### config.mk
export PLATFORM = sky130hd
export DESIGN_NAME = vram_arbiter
export DESIGN_NICKNAME = d
export VERILOG_FILES = /design/src/rtl/vram_pkg.sv /design/src/rtl/vram_wr_fifo.sv /design/src/rtl/vram_arbiter.sv
export SDC_FILE = /design/constraint.sdc
export NUM_CORES = 1
export LEC_CHECK = 0
export BUFFER_PORTS_ARGS = -buffer_cell sky130_fd_sc_hd__buf_2
export CORE_MARGIN = 10
export CORE_UTILIZATION = 35
export CTS_CLUSTER_DIAMETER = 40
export DETAILED_ROUTE_END_ITERATION = 6
export PLACE_DENSITY = 0.53
export SLEW_MARGIN = 20
export SYNTH_ARGS = -nofsm -noshare
export SYNTH_HDL_FRONTEND = slang
export SYNTH_SLANG_ARGS = --single-unit
### constraint.sdc
create_clock -name pclk -period 8.1 [get_ports pclk]
set_clock_uncertainty 0.1 [all_clocks]
set_input_delay 0.81 -clock pclk [delete_from_list [all_inputs] [get_ports pclk]]
set_output_delay 0.81 -clock pclk [all_outputs]
set_load 0.03 [all_outputs]
### src/rtl/vram_pkg.sv
// Shared constants and types for the 160x100 RGB332 framebuffer arbiter.
// Pixel (x, y) lives at address y*FB_W + x, one byte per pixel.
package vram_pkg;
  localparam int FB_W     = 160;
  localparam int FB_H     = 100;
  localparam int FB_DEPTH = FB_W * FB_H;
  localparam int ADDR_W   = 14;
  localparam int DATA_W   = 8;

  typedef enum logic [1:0] {IDLE, FILL, DONE} fill_state_t;
endpackage

### src/rtl/vram_wr_fifo.sv
// Small synchronous FIFO buffering CPU framebuffer writes.
// Registered occupancy count; full/empty are decoded from it.
module vram_wr_fifo
  import vram_pkg::*;
#(
  parameter int WIDTH = ADDR_W + DATA_W,
  parameter int DEPTH = 4
) (
  input  logic             pclk,
  input  logic             reset,
  input  logic             i_push,
  input  logic [WIDTH-1:0] i_data,
  input  logic             i_pop,
  output logic [WIDTH-1:0] o_data,
  output logic             o_full,
  output logic             o_empty
);
  localparam int PTR_W = $clog2(DEPTH);
  localparam logic [PTR_W:0] FULL_CNT = (PTR_W + 1)'(DEPTH);

  logic [WIDTH-1:0] r_mem [DEPTH];
  logic [PTR_W-1:0] r_wr_ptr;
  logic [PTR_W-1:0] r_rd_ptr;
  logic [PTR_W:0]   r_count;
  logic             w_push;
  logic             w_pop;

  assign o_full  = (r_count == FULL_CNT);
  assign o_empty = (r_count == '0);
  assign w_push  = i_push && !o_full;
  assign w_pop   = i_pop && !o_empty;
  assign o_data  = r_mem[r_rd_ptr];

  // NOTE: the storage array carries no reset; emptiness is defined by the count alone.
  always_ff @(posedge pclk) begin
    if (w_push) r_mem[r_wr_ptr] <= i_data;
  end

  // NOTE: sequential state uses non-blocking assignments so every register samples pre-edge values.
  always_ff @(posedge pclk) begin
    if (reset) begin
      r_wr_ptr <= '0;
      r_rd_ptr <= '0;
      r_count  <= '0;
    end else begin
      if (w_push) r_wr_ptr <= r_wr_ptr + 1'b1;
      if (w_pop)  r_rd_ptr <= r_rd_ptr + 1'b1;
      case ({w_push, w_pop})
        2'b10:   r_count <= r_count + 1'b1;
        2'b01:   r_count <= r_count - 1'b1;
        default: r_count <= r_count;
      endcase
    end
  end
endmodule

### src/rtl/vram_arbiter.sv
// Single-port framebuffer RAM arbiter: display reads > CPU write FIFO > clear/fill engine.
// RAM controls are combinational from the grant; display reads return with fixed latency 2.
module vram_arbiter #(
  parameter int ADDR_W     = vram_pkg::ADDR_W,
  parameter int DATA_W     = vram_pkg::DATA_W,
  parameter int DEPTH      = vram_pkg::FB_DEPTH,
  parameter int FIFO_DEPTH = 4
) (
  input  logic              pclk,
  input  logic              reset,
  input  logic              vid_req,
  input  logic [ADDR_W-1:0] vid_addr,
  output logic [DATA_W-1:0] vid_data,
  output logic              vid_valid,
  input  logic              cpu_wr_valid,
  output logic              cpu_wr_ready,
  input  logic [ADDR_W-1:0] cpu_addr,
  input  logic [DATA_W-1:0] cpu_data,
  input  logic              fill_start,
  input  logic [DATA_W-1:0] fill_value,
  output logic              fill_busy,
  output logic              fill_done,
  output logic [ADDR_W-1:0] ram_addr,
  output logic              ram_we,
  output logic [DATA_W-1:0] ram_wdata,
  input  logic [DATA_W-1:0] ram_rdata
);
  import vram_pkg::*;

  typedef struct packed {
    logic [ADDR_W-1:0] addr;
    logic [DATA_W-1:0] data;
  } wr_req_t;

  localparam logic [ADDR_W:0]   DEPTH_X   = (ADDR_W + 1)'(DEPTH);
  localparam logic [ADDR_W-1:0] LAST_ADDR = ADDR_W'(DEPTH - 1);

  wr_req_t           w_cpu_req;
  wr_req_t           w_head;
  logic              w_fifo_full;
  logic              w_fifo_empty;
  logic              w_grant_vid;
  logic              w_grant_cpu;
  logic              w_grant_fill;
  logic              w_vid_in_range;
  logic              w_head_in_range;
  fill_state_t       r_state;
  fill_state_t       w_state_nxt;
  logic [ADDR_W-1:0] r_fill_cnt;
  logic [DATA_W-1:0] r_fill_val;
  logic              r_vid_p1;
  logic              r_vid_oor_p1;
  logic              r_vid_valid;
  logic [DATA_W-1:0] r_vid_data;

  assign w_cpu_req       = '{addr: cpu_addr, data: cpu_data};
  assign cpu_wr_ready    = !reset && !w_fifo_full;
  assign w_vid_in_range  = ({1'b0, vid_addr} < DEPTH_X);
  assign w_head_in_range = ({1'b0, w_head.addr} < DEPTH_X);

  vram_wr_fifo #(
    .WIDTH (ADDR_W + DATA_W),
    .DEPTH (FIFO_DEPTH)
  ) u_wr_fifo (
    .pclk    (pclk),
    .reset   (reset),
    .i_push  (cpu_wr_valid && cpu_wr_ready),
    .i_data  (w_cpu_req),
    .i_pop   (w_grant_cpu),
    .o_data  (w_head),
    .o_full  (w_fifo_full),
    .o_empty (w_fifo_empty)
  );

  // Fixed priority, one access per cycle; nothing is granted while reset is held.
  assign w_grant_vid  = !reset && vid_req;
  assign w_grant_cpu  = !reset && !vid_req && !w_fifo_empty;
  assign w_grant_fill = !reset && !vid_req && w_fifo_empty && (r_state == FILL);

  // NOTE: every combinational output gets a default first, so no path can infer a latch.
  always_comb begin
    ram_addr  = '0;
    ram_we    = 1'b0;
    ram_wdata = '0;
    if (w_grant_vid) begin
      ram_addr = vid_addr;
    end else if (w_grant_cpu) begin
      ram_addr  = w_head.addr;
      ram_we    = w_head_in_range;
      ram_wdata = w_head.data;
    end else if (w_grant_fill) begin
      ram_addr  = r_fill_cnt;
      ram_we    = 1'b1;
      ram_wdata = r_fill_val;
    end
  end

  always_ff @(posedge pclk) begin
    if (reset) r_state <= IDLE;
    else       r_state <= w_state_nxt;
  end

  always_comb begin
    w_state_nxt = r_state;
    case (r_state)
      IDLE:    if (fill_start) w_state_nxt = FILL;
      FILL:    if (w_grant_fill && (r_fill_cnt == LAST_ADDR)) w_state_nxt = DONE;
      DONE:    w_state_nxt = IDLE;
      default: w_state_nxt = IDLE;
    endcase
  end

  assign fill_busy = (r_state == FILL);
  assign fill_done = (r_state == DONE);

  // The counter parks on the last address instead of stepping past the framebuffer.
  always_ff @(posedge pclk) begin
    if (reset) begin
      r_fill_cnt <= '0;
      r_fill_val <= '0;
    end else if ((r_state == IDLE) && fill_start) begin
      r_fill_cnt <= '0;
      r_fill_val <= fill_value;
    end else if (w_grant_fill && (r_fill_cnt != LAST_ADDR)) begin
      r_fill_cnt <= r_fill_cnt + 1'b1;
    end
  end

  // Stage 1 waits for the RAM's one-cycle read; stage 2 registers the returned byte.
  always_ff @(posedge pclk) begin
    if (reset) begin
      r_vid_p1     <= 1'b0;
      r_vid_oor_p1 <= 1'b0;
      r_vid_valid  <= 1'b0;
      r_vid_data   <= '0;
    end else begin
      r_vid_p1     <= w_grant_vid;
      r_vid_oor_p1 <= !w_vid_in_range;
      r_vid_valid  <= r_vid_p1;
      if (r_vid_p1) r_vid_data <= r_vid_oor_p1 ? '0 : ram_rdata;
    end
  end

  assign vid_valid = r_vid_valid;
  assign vid_data  = r_vid_data;
endmodule

==> impl_metrics.py, run 1 <==
metrics = {
    "sta": {
        "hold_violations": 0,
        "slew_headroom_pct": 28.15,
        "grt_setup_unrepaired": "false",
        "worstMarginPinSlew_ns": 1.063,
        "finalMaxSlewViolations": 0,
        "fin_crit_ns": 3.654,
        "fin_tns_setup_ns": 0,
        "fin_crit_sh_pct": 45.11,
        "setup_viol": 0,
        "max_freq_mhz": 273.7,
    },
    "global_route": {
        "grtUsageTotal_pct": 12.92,
        "grt_max_degree": 32,
        "grt_first_pass_wirelength_um": 20140,
        "grt_overflow": 0,
        "grt_pass1_vias": 3597,
        "antenna_found_initial": 2,
    },
    "clock_tree": {
        "post_cts_resized": 0,
        "insertion_delay_ns": 0.41,
        "postCtsSetupRepairBufs": 0,
        "cts_sinks": 132,
        "cts_tree": "built",
        "htreeDepth": 4,
        "clk_pin_slew_ns": 0.05,
        "root_buffer": "clkbuf_16",
        "cts_buffer_depth": 2,
        "postCtsHoldBufs": 0,
        "cts_buffers": 17,
    },
    "routing": {
        "drt-total-wl_um": 13020,
        "met2RoutedLength_um": 6993,
        "drtIter0Drc": 259,
        "num_vias": 3565,
        "wl_per_cell_um": 19.04,
        "wl_met1_um": 5280,
        "viasPerCell": 5.212,
        "drtAntennaViolNets": 0,
        "dr_wl_met3_um": 585,
        "drcViolationCount": 0,
        "highest_layer": "met4",
        "first_pass_iters": 5,
    },
    "critical_path": {
        "reg2regPathDepth": 9,
        "reg2reg_from": "u_wr_fifo.r_count[0]",
        "path_class": "in -> out",
        "startpoint_type": "input pin",
        "setup.worst_path.start": "reset",
        "r2r-end": "u_wr_fifo.r_count[2]",
        "arrival_ns": 2.74,
        "end_kind": "output pin",
        "r2r_slack_ns": 5.19,
        "worstPathRequired_ns": 7.19,
        "cp_max_fo": 31,
    },
    "synth": {
        "ys_seq_elements": 132,
        "avgSynthCellArea_um2": 14.16,
        "postSynthCellCount": 381,
        "yosys_warnings": 0,
        "synth_nets": 445,
        "synthFlopType": "edfxtp_1",
        "synth-seq-area-share_pct": 65.31,
        "synthArstFlopShare_pct": 0,
        "ys_types": 44,
        "synth_edf_count": 88,
        "synth_area_um2": 5395,
    },
    "hold_path": {
        "hp-class": "reg -> reg",
        "holdPathEnd": "vid_data[6]",
        "worstHoldStart": "vid_data[6]",
        "holdPathStages": 2,
    },
    "placement": {
        "dp_cells": 652,
        "dp_hpwl_um": 9089,
        "io_buffers": 91,
        "place_congestion": 0.8521,
    },
    "layout": {
        "layout-drive-gt1-share_pct": 32.12,
        "fill_cells": 1348,
        "syn_to_final_growth_pct": 24.65,
        "mostFrequentLayoutCells": "91 x buf_2, 88 x edfxtp_1, 44 x dfxtp_1",
        "nNetsFinal": 547,
        "final_common_cell": "buf_2",
        "multiInputGateArea_um2": 1717,
        "regArea_um2": 3523,
        "layout.cells.non_filler": 684,
    },
    "pwr": {
        "ir_worst_vdd_mv": 0.1319,
        "leakagePower_nw": 2.491,
        "power_w": 0.001710,
        "powerDensity_nw_per_um2": 254.3,
    },
    "die": {
        "core_um2": 15150,
        "io_pins": 92,
        "die_w_um": 144.2,
        "die_area_um2": 20780,
        "std_cell_rows": 45,
        "start_util_pct": 35.62,
        "die_y_um": 144.2,
    },
    "run_status": {
        "status": "complete, no violations",
    },
    "flow_run": {
        "maxCapViolations": 0,
    },
}
## kinds of logic (layout without fill, tap and decap cells)
logic type	count (synthesis)	in the layout	synth area share, %
AO/OA/AOI/OAI	67	67	9.184
XOR/XNOR	5	5	0.8118
adder cells (fa/ha/maj)	7	7	1.763
buffers and inverters	43	157	3.061
flip-flops	132	132	65.31
multiplexers	25	25	9.764
other	0	1	0
AND/OR/NAND/NOR	102	102	10.11
## routing by layer
metal	up-vias	track usage [%]
met1	1790	14.93
li1	1693	-
met3	10	3.575
met4	0	5.479
met2	72	22.04
met5	-	0
## sequential cells by signal, indices dropped and copies added (netlist names), named ones only
| register | flops |
|---|---|
| u_wr_fifo.r_mem | 88 |
| r_fill_cnt | 14 |
| r_fill_val | 8 |
| vid_data | 8 |
| u_wr_fifo.r_count | 3 |
| r_state | 2 |
| u_wr_fifo.r_rd_ptr | 2 |
| u_wr_fifo.r_wr_ptr | 2 |
| r_vid_oor_p1 | 1 |
| r_vid_p1 | 1 |
| vid_valid | 1 |
## critical path: stages
cell     delay [ns]
buf_2          0.29
nor4b_1        0.97
buf_4          0.25
nand2_1        0.05
o21ai_0        0.15
buf_2          0.22
## stage by stage
stage	instance area [µm²]	util, %	worst slack, ns	hold slack [ns]
6_report	6725	44.40	4.446	0.3703
5_1_grt	6723	44.39	4.250	0.3814
4_1_cts	6718	44.35	4.347	0.3730
3_5_place_dp	6091	40.21	4.351	0.3631
3_3_place_gp	6091	40.21	4.412	0.3521
2_1_floorplan	5395	-	4.778	0.3492
## area by class of cell
class | instances | area share (%)
flip-flops and latches | 132 | 52.39
multi-input cells | 206 | 25.53
repair buffers | 100 | 7.777
clock buffers | 17 | 6.326
well taps | 188 | 3.498
clock inverters | 14 | 2.995
inverters | 26 | 1.451
diodes | 1 | 0.03721
## power breakdown
part	switching (W)	leakage, nW	internal (W)
Sequential	0.0000112	1.16	0.000742
Combinational	0.0000934	1.03	0.0000574
Clock	0.000289	0.301	0.000517
## synthesized netlist by cell type (2+ instances only)
library cell / number / share of area, %
edfxtp_1: 88 / 49
dfxtp_1: 44 / 16
inv_1: 26 / 1.8
mux4_2: 22 / 9.2
nor2_1: 22 / 1.5
nand2_1: 21 / 1.5
a21oi_1: 18 / 1.7
a222oi_1: 13 / 2.4
a22o_1: 13 / 2.1
clkbuf_1: 12 / 0.83
nor2b_1: 12 / 1.4
or3_1: 10 / 1.2
o21ai_0: 8 / 0.74
ha_1: 6 / 1.4
nand3_1: 6 / 0.56
nor3_1: 6 / 0.56
and2_1: 4 / 0.46
or4_1: 4 / 0.56
nand3b_1: 3 / 0.42
nand4_1: 3 / 0.35
nor4_1: 3 / 0.35
o211ai_1: 3 / 0.42
o31ai_1: 3 / 0.42
o41ai_1: 3 / 0.49
xor2_1: 3 / 0.49
buf_1: 2 / 0.14
buf_2: 2 / 0.19
mux2i_1: 2 / 0.37
nor4b_1: 2 / 0.32
o311ai_0: 2 / 0.32
xnor2_1: 2 / 0.32
## worst max-delay path by stage
| stage | to | slack [ns] |
|---|---|---|
| final | ram_wdata[5] | 4.45 |
| after global routing | ram_wdata[5] | 4.25 |
| after CTS | ram_wdata[5] | 4.35 |
| after detailed placement | ram_wdata[5] | 4.35 |
| after global placement | ram_wdata[5] | 4.41 |
| after floorplan | u_wr_fifo.r_count[2] | 4.78 |
(Power assumes the default switching activity.)
==> run 2: changes to the inputs <==
Clock period 8.1 ns to 3.8 ns, I/O delays scaled along.
==> impl_metrics.py, run 2 (synthesis results as in run 1) <==
metrics = {
    "die": {
        "die_y_um": 144.2,
        "die_w_um": 144.2,
        "die_area_um2": 20780,
        "io_pins": 92,
        "start_util_pct": 35.62,
        "core_um2": 15150,
        "std_cell_rows": 45,
    },
    "layout": {
        "syn_to_final_growth_pct": 24.26,
        "top_regs": "u_wr_fifo.r_mem: 88 flops, r_fill_cnt: 14 flops",
        "layout-drive-gt1-share_pct": 31.31,
        "regMostFlops": "u_wr_fifo.r_mem",
        "layout.cells.non_filler": 683,
        "fin_area_um2": 6704,
        "largest_reg_flops": 88,
        "nNetsFinal": 547,
        "final_common_cell": "buf_2",
        "mostFrequentLayoutCells": "91 x buf_2, 88 x edfxtp_1, 44 x dfxtp_1",
        "antennaDiodeCount": 0,
    },
    "sta": {
        "max_freq_mhz": 358.4,
        "setup_viol": 0,
        "hold_violations": 0,
        "fin_tns_setup_ns": 0,
        "fin_crit_sh_pct": 73.44,
        "slew_headroom_pct": 35.07,
        "finalMaxSlewViolations": 0,
        "fin_crit_ns": 2.791,
        "worstMarginPinSlew_ns": 0.9703,
        "grt_setup_unrepaired": "false",
    },
    "clock_tree": {
        "post_cts_resized": 0,
        "clk_pin_slew_ns": 0.06,
        "htreeDepth": 4,
        "cts_tree": "built",
        "insertion_delay_ns": 0.41,
        "cts_buffer_depth": 2,
        "root_buffer": "clkbuf_16",
        "postCtsSetupRepairBufs": 0,
        "postCtsHoldBufs": 0,
        "cts_sinks": 132,
        "cts_buffers": 17,
    },
    "critical_path": {
        "worstPathRequired_ns": 3.32,
        "reg2reg_from": "u_wr_fifo.r_count[0]",
        "path_buf_inv": 3,
        "arrival_ns": 2.31,
        "end_kind": "output pin",
        "cp_max_fo": 22,
        "crit_chain": "buf_4, mux4_2, a222oi_1, inv_1, buf_2",
        "crit_slowest_cell": "mux4_2",
        "cpPeakStageDelay_ns": 0.62,
        "startpoint_type": "flop",
        "reg2regPathDepth": 9,
        "r2r_slack_ns": 1.26,
        "r2r-end": "u_wr_fifo.r_count[2]",
        "critPathTopFamily": "buffers and inverters",
        "path_class": "reg -> out",
    },
    "pwr": {
        "p_clk_share_pct": 46.6,
        "leakagePower_nw": 2.490,
        "ir_worst_vdd_mv": 0.3219,
        "power.share.switching_pct": 22.39,
        "pwr-share-comb_pct": 8.8,
        "powerDensity_nw_per_um2": 536.9,
        "p_seq_share_pct": 44.6,
        "power.switching_w": 0.0008058,
        "p_int_w": 0.002793,
    },
    "routing": {
        "drtIter0Drc": 272,
        "viasPerCell": 5.143,
        "drtAntennaViolNets": 0,
        "wl_per_cell_um": 18.63,
        "num_vias": 3513,
        "first_pass_iters": 7,
        "drcViolationCount": 0,
        "drt-total-wl_um": 12720,
    },
    "global_route": {
        "grt_first_pass_wirelength_um": 19920,
        "use_met2_pct": 22.23,
        "grtUsageMet1_pct": 14.10,
        "grt_pass1_vias": 3681,
        "antenna_found_initial": 0,
        "grt_max_degree": 32,
        "grt_overflow": 0,
        "grtUsageTotal_pct": 12.65,
        "met3_usage_pct": 3.608,
        "gr-max-usage-layer": "met2",
    },
    "hold_path": {
        "hp-class": "in -> reg",
        "holdPathEnd": "r_fill_val[6]",
        "holdPathStages": 2,
        "worstHoldStart": "fill_value[6]",
    },
    "placement": {
        "dp_cells": 652,
        "io_buffers": 91,
        "dp_hpwl_um": 9135,
        "place_area_um2": 6091,
        "place_congestion": 0.8247,
    },
    "flow_run": {
        "maxCapViolations": 0,
    },
    "run_status": {
        "status": "complete, no violations",
    },
}
-- run 2: power groups by stage --
stage	clock network [W]	logic, W	registers, W
CTS	0.00171	0.000323	0.00161
finish	0.00168	0.000316	0.00161
floorplan	0	0.000198	0.00164
detailed placement	0	0.000322	0.00164
global placement	0	0.000319	0.00163
global route	0.00177	0.000349	0.00161
-- run 2: worst max-delay path by stage --
stage | startpoint | to | cells after the start
CTS | flop | ram_addr[12] | 5
global route | flop | ram_addr[13] | 5
detailed placement | reset | u_wr_fifo.r_count[2] | 9
global placement | reset | r_fill_cnt[11] | 5
finish | flop | ram_addr[12] | 5
floorplan | reset | u_wr_fifo.r_count[2] | 9
-- run 2: through the flow --
stage | total power [W] | utilization [%] | hold slack, ns | setup WS [ns]
after detailed placement | 0.001957 | 40.21 | 0.3716 | 1.051
after floorplan | 0.001835 | - | 0.3492 | 0.9084
after global placement | 0.001952 | 40.21 | 0.3566 | 1.084
after global routing | 0.003728 | 44.26 | 0.07358 | 0.8314
final | 0.003599 | 44.26 | 0.07587 | 1.009
after CTS | 0.003640 | 44.25 | 0.06041 | 0.9331
-- run 2: metal layers --
layer | vias to the layer above | part of all wire [%] | wire [µm]
li1 | 1688 | - | -
met1 | 1742 | 41 | 5164
met2 | 70 | 54 | 6868
met3 | 13 | 4.0 | 511
met4 | 0 | 1.4 | 177
met5 | - | 0 | 0
-- run 2: area by class of cell --
class                           count  area (µm²)
Timing Repair Buffer              100       523.0
Fill cell                        1339        8442
Clock inverter                     14       185.2
Inverter                           26       97.59
Multi-Input combinational cell    206        1714
Tap cell                          188       235.2
Clock buffer                       17       425.4
Sequential cell                   132        3523
==> run 3: changes to the inputs <==
Settings changed: PLACE_DENSITY 0.53 to 0.55.
Clock period 3.8 ns to 2.3 ns, I/O delays scaled along.
==> impl_metrics.py, run 3 (synthesis results as in run 1) <==
metrics = {
    "routing": {
        "drt-total-wl_um": 14180,
        "viasPerCell": 5.171,
        "met2RoutedLength_um": 7697,
        "wl_met1_um": 5690,
        "dr_wl_met3_um": 477,
        "drtAntennaViolNets": 0,
        "drtIter0Drc": 392,
        "first_pass_iters": 5,
        "num_vias": 3899,
        "wl_per_cell_um": 18.81,
        "drcViolationCount": 0,
        "highest_layer": "met4",
    },
    "global_route": {
        "grt_overflow": 0,
        "grtUsageTotal_pct": 13.98,
        "grt_pass1_vias": 4193,
        "grt_first_pass_wirelength_um": 22370,
        "antenna_found_initial": 0,
        "grt_max_degree": 23,
    },
    "die": {
        "die_y_um": 144.2,
        "io_pins": 92,
        "die_area_um2": 20780,
        "std_cell_rows": 45,
        "start_util_pct": 35.62,
        "die_w_um": 144.2,
        "core_um2": 15150,
    },
    "critical_path": {
        "cp_max_fo": 5,
        "path_buf_inv": 3,
        "end_kind": "output pin",
        "crit_slowest_cell": "mux4_2",
        "crit_chain": "clkbuf_16, mux4_2, a222oi_1, inv_1, buf_6",
        "path_class": "reg -> out",
        "cpPeakStageDelay_ns": 0.54,
        "worstPathRequired_ns": 1.97,
        "startpoint_type": "flop",
        "arrival_ns": 2.03,
        "critPathTopFamily": "multiplexers",
    },
    "clock_tree": {
        "root_buffer": "clkbuf_16",
        "cts_buffer_depth": 2,
        "insertion_delay_ns": 0.41,
        "clk_pin_slew_ns": 0.05,
        "cts_tree": "built",
        "cts_sinks": 132,
        "cts_buffers": 17,
        "htreeDepth": 4,
    },
    "sta": {
        "slew_headroom_pct": 29.83,
        "whs_ns": 0.1403,
        "worstMarginPinSlew_ns": 1.049,
        "fin_crit_sh_pct": 102.7,
        "setup_ws_ns": -0.06310,
        "fin_crit_ns": 2.363,
        "finalMaxSlewViolations": 0,
        "setup_viol": 9,
        "max_freq_mhz": 423.2,
        "grt_setup_unrepaired": "true",
        "hold_violations": 0,
    },
    "layout": {
        "antennaDiodeCount": 0,
        "regMostFlops": "u_wr_fifo.r_mem",
        "final_common_cell": "edfxtp_1",
        "syn_to_final_growth_pct": 40.38,
        "top_regs": "u_wr_fifo.r_mem: 88 flops, r_fill_cnt: 14 flops",
        "regArea_um2": 3530,
        "fin_area_um2": 7574,
        "fill_cells": 1271,
        "nNetsFinal": 617,
        "multiInputGateArea_um2": 1759,
        "largest_reg_flops": 88,
        "layout.cells.non_filler": 754,
        "layout-drive-gt1-share_pct": 34.45,
        "mostFrequentLayoutCells": "88 x edfxtp_1, 68 x buf_2, 41 x dfxtp_1, 41 x dlygate4sd3_1, 30 x buf_4",
    },
    "run_status": {
        "status": "finished, violations left",
        "failed_checks": "setup timing",
    },
    "pwr": {
        "ir_worst_vdd_mv": 0.5665,
        "powerDensity_nw_per_um2": 786.2,
        "leakagePower_nw": 2.825,
    },
    "placement": {
        "dp_slack_ns": -0.02294,
        "dp_cells": 672,
        "place_area_um2": 6285,
        "io_buffers": 91,
        "place_congestion": 0.8174,
        "dp_hpwl_um": 9560,
    },
    "flow_run": {
        "maxCapViolations": 0,
    },
    "hold_path": {
        "hp-class": "in -> reg",
    },
}
## run 3: cell types whose count changed in the layout (fill, tap and decap cells not counted), moves of 3 or more
| cell | change |
|---|---|
| o21ai_1 | +3 |
| dlygate4sd3_1 | +41 |
| clkinvlp_4 | +4 |
| buf_2 | -23 |
| o21ai_0 | -3 |
| buf_12 | +5 |
| buf_6 | +24 |
| buf_4 | +21 |
| dfxtp_1 | -3 |
## run 3: area by class of cell
type                    count  share of cell area, %
clock buffers              18                  5.667
multi-input cells         206                  23.23
clock inverters            14                  1.801
flip-flops and latches    132                  46.61
inverters                  26                  1.289
well taps                 188                  3.106
repair buffers            170                  18.30
## run 3: layer usage
| metal | track usage [%] | vias to the layer above |
|---|---|---|
| li1 | - | 1829 |
| met5 | 0 | - |
| met2 | 24.42 | 100 |
| met4 | 6.064 | 0 |
| met3 | 3.411 | 22 |
| met1 | 15.92 | 1948 |
## run 3: final timing paths
kind                                              to  depth (start not counted)  slack [ns]   startpoint
worst max-delay path                    ram_addr[13]                          5       -0.06         flop
worst min-delay path            u_wr_fifo.r_count[2]                          3        0.14        reset
worst max register to register        r_fill_cnt[11]                          4        0.05   r_state[1]
worst min register to register           vid_data[6]                          2        0.38  vid_data[6]
## run 3: power by group
group          switching (W)  internal, W  total [W]
Sequential         0.0000423      0.00261    0.00265
Clock               0.000986      0.00158    0.00257
Combinational       0.000375     0.000358   0.000733
Total                0.00140      0.00455    0.00595
## run 3: per-stage QoR
step | utilization [%] | setup TNS (ns) | total power [W]
2_1_floorplan | - | -0.006863 | 0.003039
3_3_place_gp | 41.50 | 0 | 0.003264
3_5_place_dp | 41.50 | -0.02294 | 0.003274
4_1_cts | 49.57 | -0.9723 | 0.005976
5_1_grt | 50.00 | -1.648 | 0.006193
6_report | 50.00 | -0.2552 | 0.005954
## run 3: worst register-to-register path, delay by kind of cell (launching register included)
family | cells | cell delay [ns]
flops | 1 | 0.31
mux | 1 | 0.35
simple gates | 3 | 1.40
## run 3: repair_timing
| item | CTS | global route |
|---|---|---|
| cloned | 1 | 1 |
| setup buffers | 6 | 2 |
| setup endpoints to repair | 24 | 26 |
| pin swaps | 7 | 6 |
| hold endpoints to repair | 105 | 0 |
| hold buffers | 41 | 0 |
| resized for setup | 53 | 16 |
